$ cat config.mk
export PLATFORM = sky130hd
export DESIGN_NAME = bcd_down_timer_flat
export DESIGN_NICKNAME = d
export VERILOG_FILES = /design/src/rtl/bcd_down_timer_pkg.sv /design/src/rtl/bcd_down_timer_if.sv /design/src/rtl/bcd_down_timer_digit.sv /design/src/rtl/bcd_down_timer.sv /design/src/flat_wrapper.sv
export SDC_FILE = /design/constraint.sdc
export NUM_CORES = 1
export LEC_CHECK = 0
export CORE_ASPECT_RATIO = 0.8
export CORE_MARGIN = 10
export CORE_UTILIZATION = 30
export DETAILED_ROUTE_END_ITERATION = 12
export PLACE_DENSITY = 0.55
export SLEW_MARGIN = 20
export SYNTH_ARGS = -nofsm -noshare
export SYNTH_HDL_FRONTEND = slang
export SYNTH_HIERARCHICAL = 1
export SYNTH_SLANG_ARGS = --single-unit
export TNS_END_PERCENT = 20
$ cat constraint.sdc
create_clock -name clk -period 3.2 [get_ports clk]
set_input_delay 0.32 -clock clk [delete_from_list [all_inputs] [get_ports clk]]
set_output_delay 0.32 -clock clk [all_outputs]
set_load 0.1 [all_outputs]
$ cat src/rtl/bcd_down_timer_pkg.sv
// bcd_timer_pkg: shared state type, BCD limit and nibble clamp for the BCD down timer
package bcd_timer_pkg;
    typedef enum logic [1:0] {IDLE, RUN, HOLD} state_t;
    localparam logic [3:0] BCD_MAX = 4'd9;
    function automatic logic [3:0] bcd_clamp(input logic [3:0] nibble);
        return nibble > BCD_MAX ? BCD_MAX : nibble;
    endfunction
endpackage

$ cat src/rtl/bcd_down_timer_if.sv
// bcd_down_timer_if: control/status bundle between a controller and the BCD down timer
interface bcd_down_timer_if #(parameter int DIGITS = 2);
    logic                  load;
    logic [4*DIGITS-1:0]   load_val;
    logic                  start;
    logic                  pause;
    logic [4*DIGITS-1:0]   count;
    logic                  running;
    logic                  done;
    logic                  zero;
    modport master (output load, load_val, start, pause, input count, running, done, zero);
    modport slave  (input load, load_val, start, pause, output count, running, done, zero);
endinterface

$ cat src/rtl/bcd_down_timer_digit.sv
// bcd_digit_down: one registered BCD decade that decrements when its borrow input is set
module bcd_digit_down
    import bcd_timer_pkg::*;
(
    input  logic       clk,
    input  logic       clr,
    input  logic       ld,
    input  logic [3:0] ld_val,
    input  logic       dec,
    input  logic       borrow_in,
    output logic [3:0] q,
    output logic       borrow_out,
    output logic       is_zero
);
    assign is_zero    = q == 4'd0;
    assign borrow_out = borrow_in & is_zero;
    always_ff @(posedge clk or negedge clr)
        if (!clr) q <= '0;
        else if (ld) q <= ld_val;
        else if (dec && borrow_in) q <= is_zero ? BCD_MAX : q - 4'd1;
endmodule

$ cat src/rtl/bcd_down_timer.sv
// bcd_down_timer: loadable multi-decade BCD countdown with pause, done pulse and optional auto-reload
module bcd_down_timer
    import bcd_timer_pkg::*;
#(
    parameter int DIGITS      = 2,
    parameter bit AUTO_RELOAD = 1'b0
) (
    input logic            clk,
    input logic            clr,
    bcd_down_timer_if.slave bus
);
    localparam int W = 4 * DIGITS;
    state_t          state, state_d;
    logic [W-1:0]    preset, load_clamped, ld_vec;
    logic [DIGITS:0] borrow;
    logic [DIGITS-1:0] dz;
    logic            dec, reload, done_d, term;
    always_comb begin
        load_clamped = '0;
        for (int k = 0; k < DIGITS; k++) load_clamped[4*k +: 4] = bcd_clamp(bus.load_val[4*k +: 4]);
    end
    assign ld_vec    = bus.load ? load_clamped : preset;
    assign borrow[0] = 1'b1;
    // the borrow ripples out of the top decade only when every decade is zero
    assign term      = borrow[DIGITS];
    generate
        for (genvar g = 0; g < DIGITS; g++) begin : g_digit
            bcd_digit_down u_digit (
                .clk       (clk),
                .clr       (clr),
                .ld        (bus.load | reload),
                .ld_val    (ld_vec[4*g +: 4]),
                .dec       (dec),
                .borrow_in (borrow[g]),
                .q         (bus.count[4*g +: 4]),
                .borrow_out(borrow[g+1]),
                .is_zero   (dz[g])
            );
        end
    endgenerate
    assign bus.zero    = &dz;
    assign bus.running = state == RUN;
    always_comb begin
        state_d = state;
        dec     = 1'b0;
        reload  = 1'b0;
        done_d  = 1'b0;
        if (bus.load) state_d = IDLE;
        else
            unique case (state)
                IDLE: state_d = (bus.start && !term) ? RUN : IDLE;
                RUN: begin
                    if (term) begin
                        done_d  = 1'b1;
                        reload  = AUTO_RELOAD && preset != '0;
                        state_d = reload ? RUN : IDLE;
                    end else if (bus.pause) state_d = HOLD;
                    else dec = 1'b1;
                end
                HOLD: state_d = bus.start ? RUN : HOLD;
                default: state_d = IDLE;
            endcase
    end
    always_ff @(posedge clk or negedge clr)
        if (!clr) begin
            state    <= IDLE;
            preset   <= '0;
            bus.done <= 1'b0;
        end else begin
            state    <= state_d;
            bus.done <= done_d;
            if (bus.load) preset <= load_clamped;
        end
endmodule

$ cat src/flat_wrapper.sv
// flat-port wrapper written by rule: the top's interface ports become plain ports
module bcd_down_timer_flat import bcd_timer_pkg::*;
#(
    parameter int DIGITS      = 2,
    parameter bit AUTO_RELOAD = 1'b0
)
  (clk, clr, bus_load, bus_load_val, bus_start, bus_pause, bus_count, bus_running, bus_done, bus_zero);
  bcd_down_timer_if #(.DIGITS(DIGITS)) bus_i ();
  input logic clk;
  input logic clr;
  input wire logic [$bits(bus_i.load)-1:0] bus_load;
  input wire logic [$bits(bus_i.load_val)-1:0] bus_load_val;
  input wire logic [$bits(bus_i.start)-1:0] bus_start;
  input wire logic [$bits(bus_i.pause)-1:0] bus_pause;
  output wire logic [$bits(bus_i.count)-1:0] bus_count;
  output wire logic [$bits(bus_i.running)-1:0] bus_running;
  output wire logic [$bits(bus_i.done)-1:0] bus_done;
  output wire logic [$bits(bus_i.zero)-1:0] bus_zero;
  assign bus_i.load = bus_load;
  assign bus_i.load_val = bus_load_val;
  assign bus_i.start = bus_start;
  assign bus_i.pause = bus_pause;
  assign bus_count = bus_i.count;
  assign bus_running = bus_i.running;
  assign bus_done = bus_i.done;
  assign bus_zero = bus_i.zero;
  bcd_down_timer #(.DIGITS(DIGITS), .AUTO_RELOAD(AUTO_RELOAD)) u_core (.clk(clk), .clr(clr), .bus(bus_i));
endmodule
==> summary.txt <==
Synthesis
  – Synth cell types: 25
  – #FFs+latches synth: 19
  – Post-synthesis area per instance: 9.56 sq um
  – Post-Synthesis Cells: 100
  – Synth Cell Area: 956 sq um
  – Ys Warns: 6
  – Seq/Total Area, Yosys: 49.7%

Placed design
  – RePlAce Congestion: 0.726
  – PortBufs: 23
  – HPWL after DPL: 1.75 mm
  – Place WS: 1110 ps

STA
  – Final worst path period share: 69.1%
  – Unrepaired setup endpoints after global routing: no
  – Crit path setup slack, layout: 989 ps
  – Shortest period the worst path allows: 2210 ps
  – Final slew viol count: 0
  – Slew margin rel.: 34.7%
  – Tightest Pin Transition: 977 ps
  – Final setup viols: 0
  – Setup_tns: 0 ps
  – Fmax: 452 MHz
  – Final Hold Viols: 0
  – Worst Clk Skew: 1.70 ps

CTS
  – CTS sink cnt: 19
  – Post-cts resize count: 0
  – # Post-CTS Setup Buffers: 0
  – CTS tree: done
  – Clock Tree Buf Depth: 2
  – Clk Tree Root Cell: clkbuf_8
  – H-Tree Level Count: 1
  – Post-CTS Hold Fix Bufs: 0
  – CTS clk-pin slew, worst paths: 70 ps
  – CTS buffer count: 3
  – Skew-Pair Late Insertion Delay: 250 ps

Detailed routing
  – Iteration-0 DRC Markers: 26
  – # DRC: 0
  – WL final: 2.19 mm
  – Via count: 792
  – Drt wl/cell: 13.0 um
  – Post-DRT Antenna Nets: 0
  – Vias per inst: 4.69
  – Initial DRT Pass Iterations: 4

Setup path
  – CP max FO: 7
  – Crit path arrival time: 1890 ps
  – Slowest cell on the critical path: clkdlybuf4s50_1
  – CP max stage delay: 1180 ps
  – Crit-path cells: clkdlybuf4s50_1
  – Endpoint class of the critical path: output port
  – Buf+Inv Stages, Crit Path: 1
  – Crit path max-delay family: buffers and inverters
  – Setup crit start kind: flip-flop
  – Critical path class: flip-flop to output port
  – Crit path required time: 2880 ps

Layout
  – Ant. Diodes: 0
  – Area grow syn2layout: 33.9%
  – Nets: 143
  – Multi-input gate area: 439 sq um
  – Sequential cell area: 475 sq um
  – Filler Cells Inserted: 297
  – Layout cells sized above 1: 7.75%

GRT
  – First-pass GRT wire length: 3.68 mm
  – Vias in the first global route: 767
  – Largest net degree at the start of global routing: 26
  – Total global routing overflow: 0
  – Total track usage: 7.63%
  – Initial antenna violation count: 0

Run
  – MaxCap Viol Count: 0

Hold path
  – Worst hold path type: flip-flop to flip-flop

Outcome
  – Status: finished clean

Pwr
  – Peak supply drop: 0.242 mV
  – Pwr per Cell Area: 504 nW/um^2
  – Leakage: 0.533 nW

Die
  – Die height: 70.5 um
  – Area of the core: 3060 sq um
  – Die W: 83.1 um
  – # IOs: 24
  – Die area: 5860 sq um
  – Initial core utilization: 31.2%
  – Rows: 18
-- layout by cell type (no fill, tap or decap), drive strengths merged, types with 3 or more instances in the layout --
cell type      instances
a31oi                  6
and2                   3
buf                    3
clkbuf                 4
clkdlybuf4s50         21
conb                   3
dfrtp                 19
inv                   10
nand2                 10
nor2                  12
nor2b                  3
nor4                   3
o21ai                 12
-- worst reg2reg max path, stage by stage (launching register included) --
cell      delay, ps
dfrtp_1         440
nor4_1          100
and2_1          180
and2_1          160
nor2_1          120
and3b_1         230
and4bb_1        270
or3b_1          360
a31oi_1         190
-- state kept, by name (all words and copies together), names as in the netlist --
signal and cells:
u_core/bus.done 1, u_core/g_digit.u_digit/q 8, u_core/preset 8, u_core/state 2
-- kinds of logic (layout without fill, tap and decap cells) --
family / Yosys count / after routing / share of synthesized area (%)
DFF: 19 / 19 / 49.7
buffers and inverters: 11 / 38 / 5.11
xor gates and xnor gates: 2 / 2 / 1.83
and+or+nand+nor: 41 / 41 / 24.0
AOI/OAI and AO/OA: 22 / 22 / 14.5
muxes: 4 / 4 / 4.45
other: 1 / 3 / 0.392
-- through the flow --
step	power, mW	hold slack [ps]	cells	cell area [sq um]	util [%]
after detailed placement	0.486	501	165	1230	40.3
after CTS	0.654	514	169	1280	41.8
after global routing	0.679	530	169	1280	41.8
after global placement	0.484	504	165	1230	40.3
after floorplan	0.422	24.4	102	963	-
final	0.645	507	169	1280	41.8
-- synthesized netlist by cell type, drive strengths merged --
master | instances | share of area, %
o41ai | 2 | 1.8
nand2b | 1 | 0.65
or4 | 2 | 1.6
a31oi | 6 | 4.6
or3b | 2 | 1.8
conb | 1 | 0.39
inv | 10 | 3.9
and2 | 3 | 2.0
mux2 | 2 | 2.4
nor2b | 3 | 2.2
a32oi | 2 | 1.8
buf | 1 | 1.2
mux2i | 2 | 2.1
and3b | 1 | 0.92
xor2 | 2 | 1.8
nor2 | 12 | 4.7
nor4 | 3 | 2.0
o21ai | 12 | 6.3
nand2 | 10 | 3.9
dfrtp | 19 | 50
and4bb | 2 | 2.6
and2b | 2 | 1.6
-- metal layers --
layer  GRT usage (%)  wire (um)
met1            9.27       1090
met2            12.2        965
met3            2.90        112
met4            2.26         21
met5               0          0
-- worst paths after layout --
| kind | start | endpoint | slack (ps) | cells after the start |
|---|---|---|---|---|
| hold / removal | u_core/state[1] | u_core/bus.done | 510 | 1 |
| setup / recovery | u_core/g_digit[0].u_digit/q[0] | bus_count[0] | 990 | 1 |
| max in group asynchronous | clr | u_core/g_digit[1].u_digit/q[1] | 2130 | 1 |
| hold reg to reg | u_core/state[1] | u_core/bus.done | 510 | 1 |
| min in group asynchronous | clr | u_core/preset[3] | 550 | 1 |
| setup reg to reg | u_core/g_digit[0].u_digit/q[2] | u_core/g_digit[0].u_digit/q[3] | 1070 | 8 |
-- power by group --
part,internal [mW],switching [mW],total [mW]
Combinational,0.0582,0.138,0.196
Sequential,0.262,0.0217,0.283
Clock,0.0885,0.0769,0.165
-- layout make-up --
type                       count  area share, %
sequential                    19           37.1
multi-input combinational     72           34.3
timing repair buffer          24           18.2
tap                           40           3.91
clock buffer                   4           3.52
inverter                      10           2.93
Power figures use the tool's default switching activity.
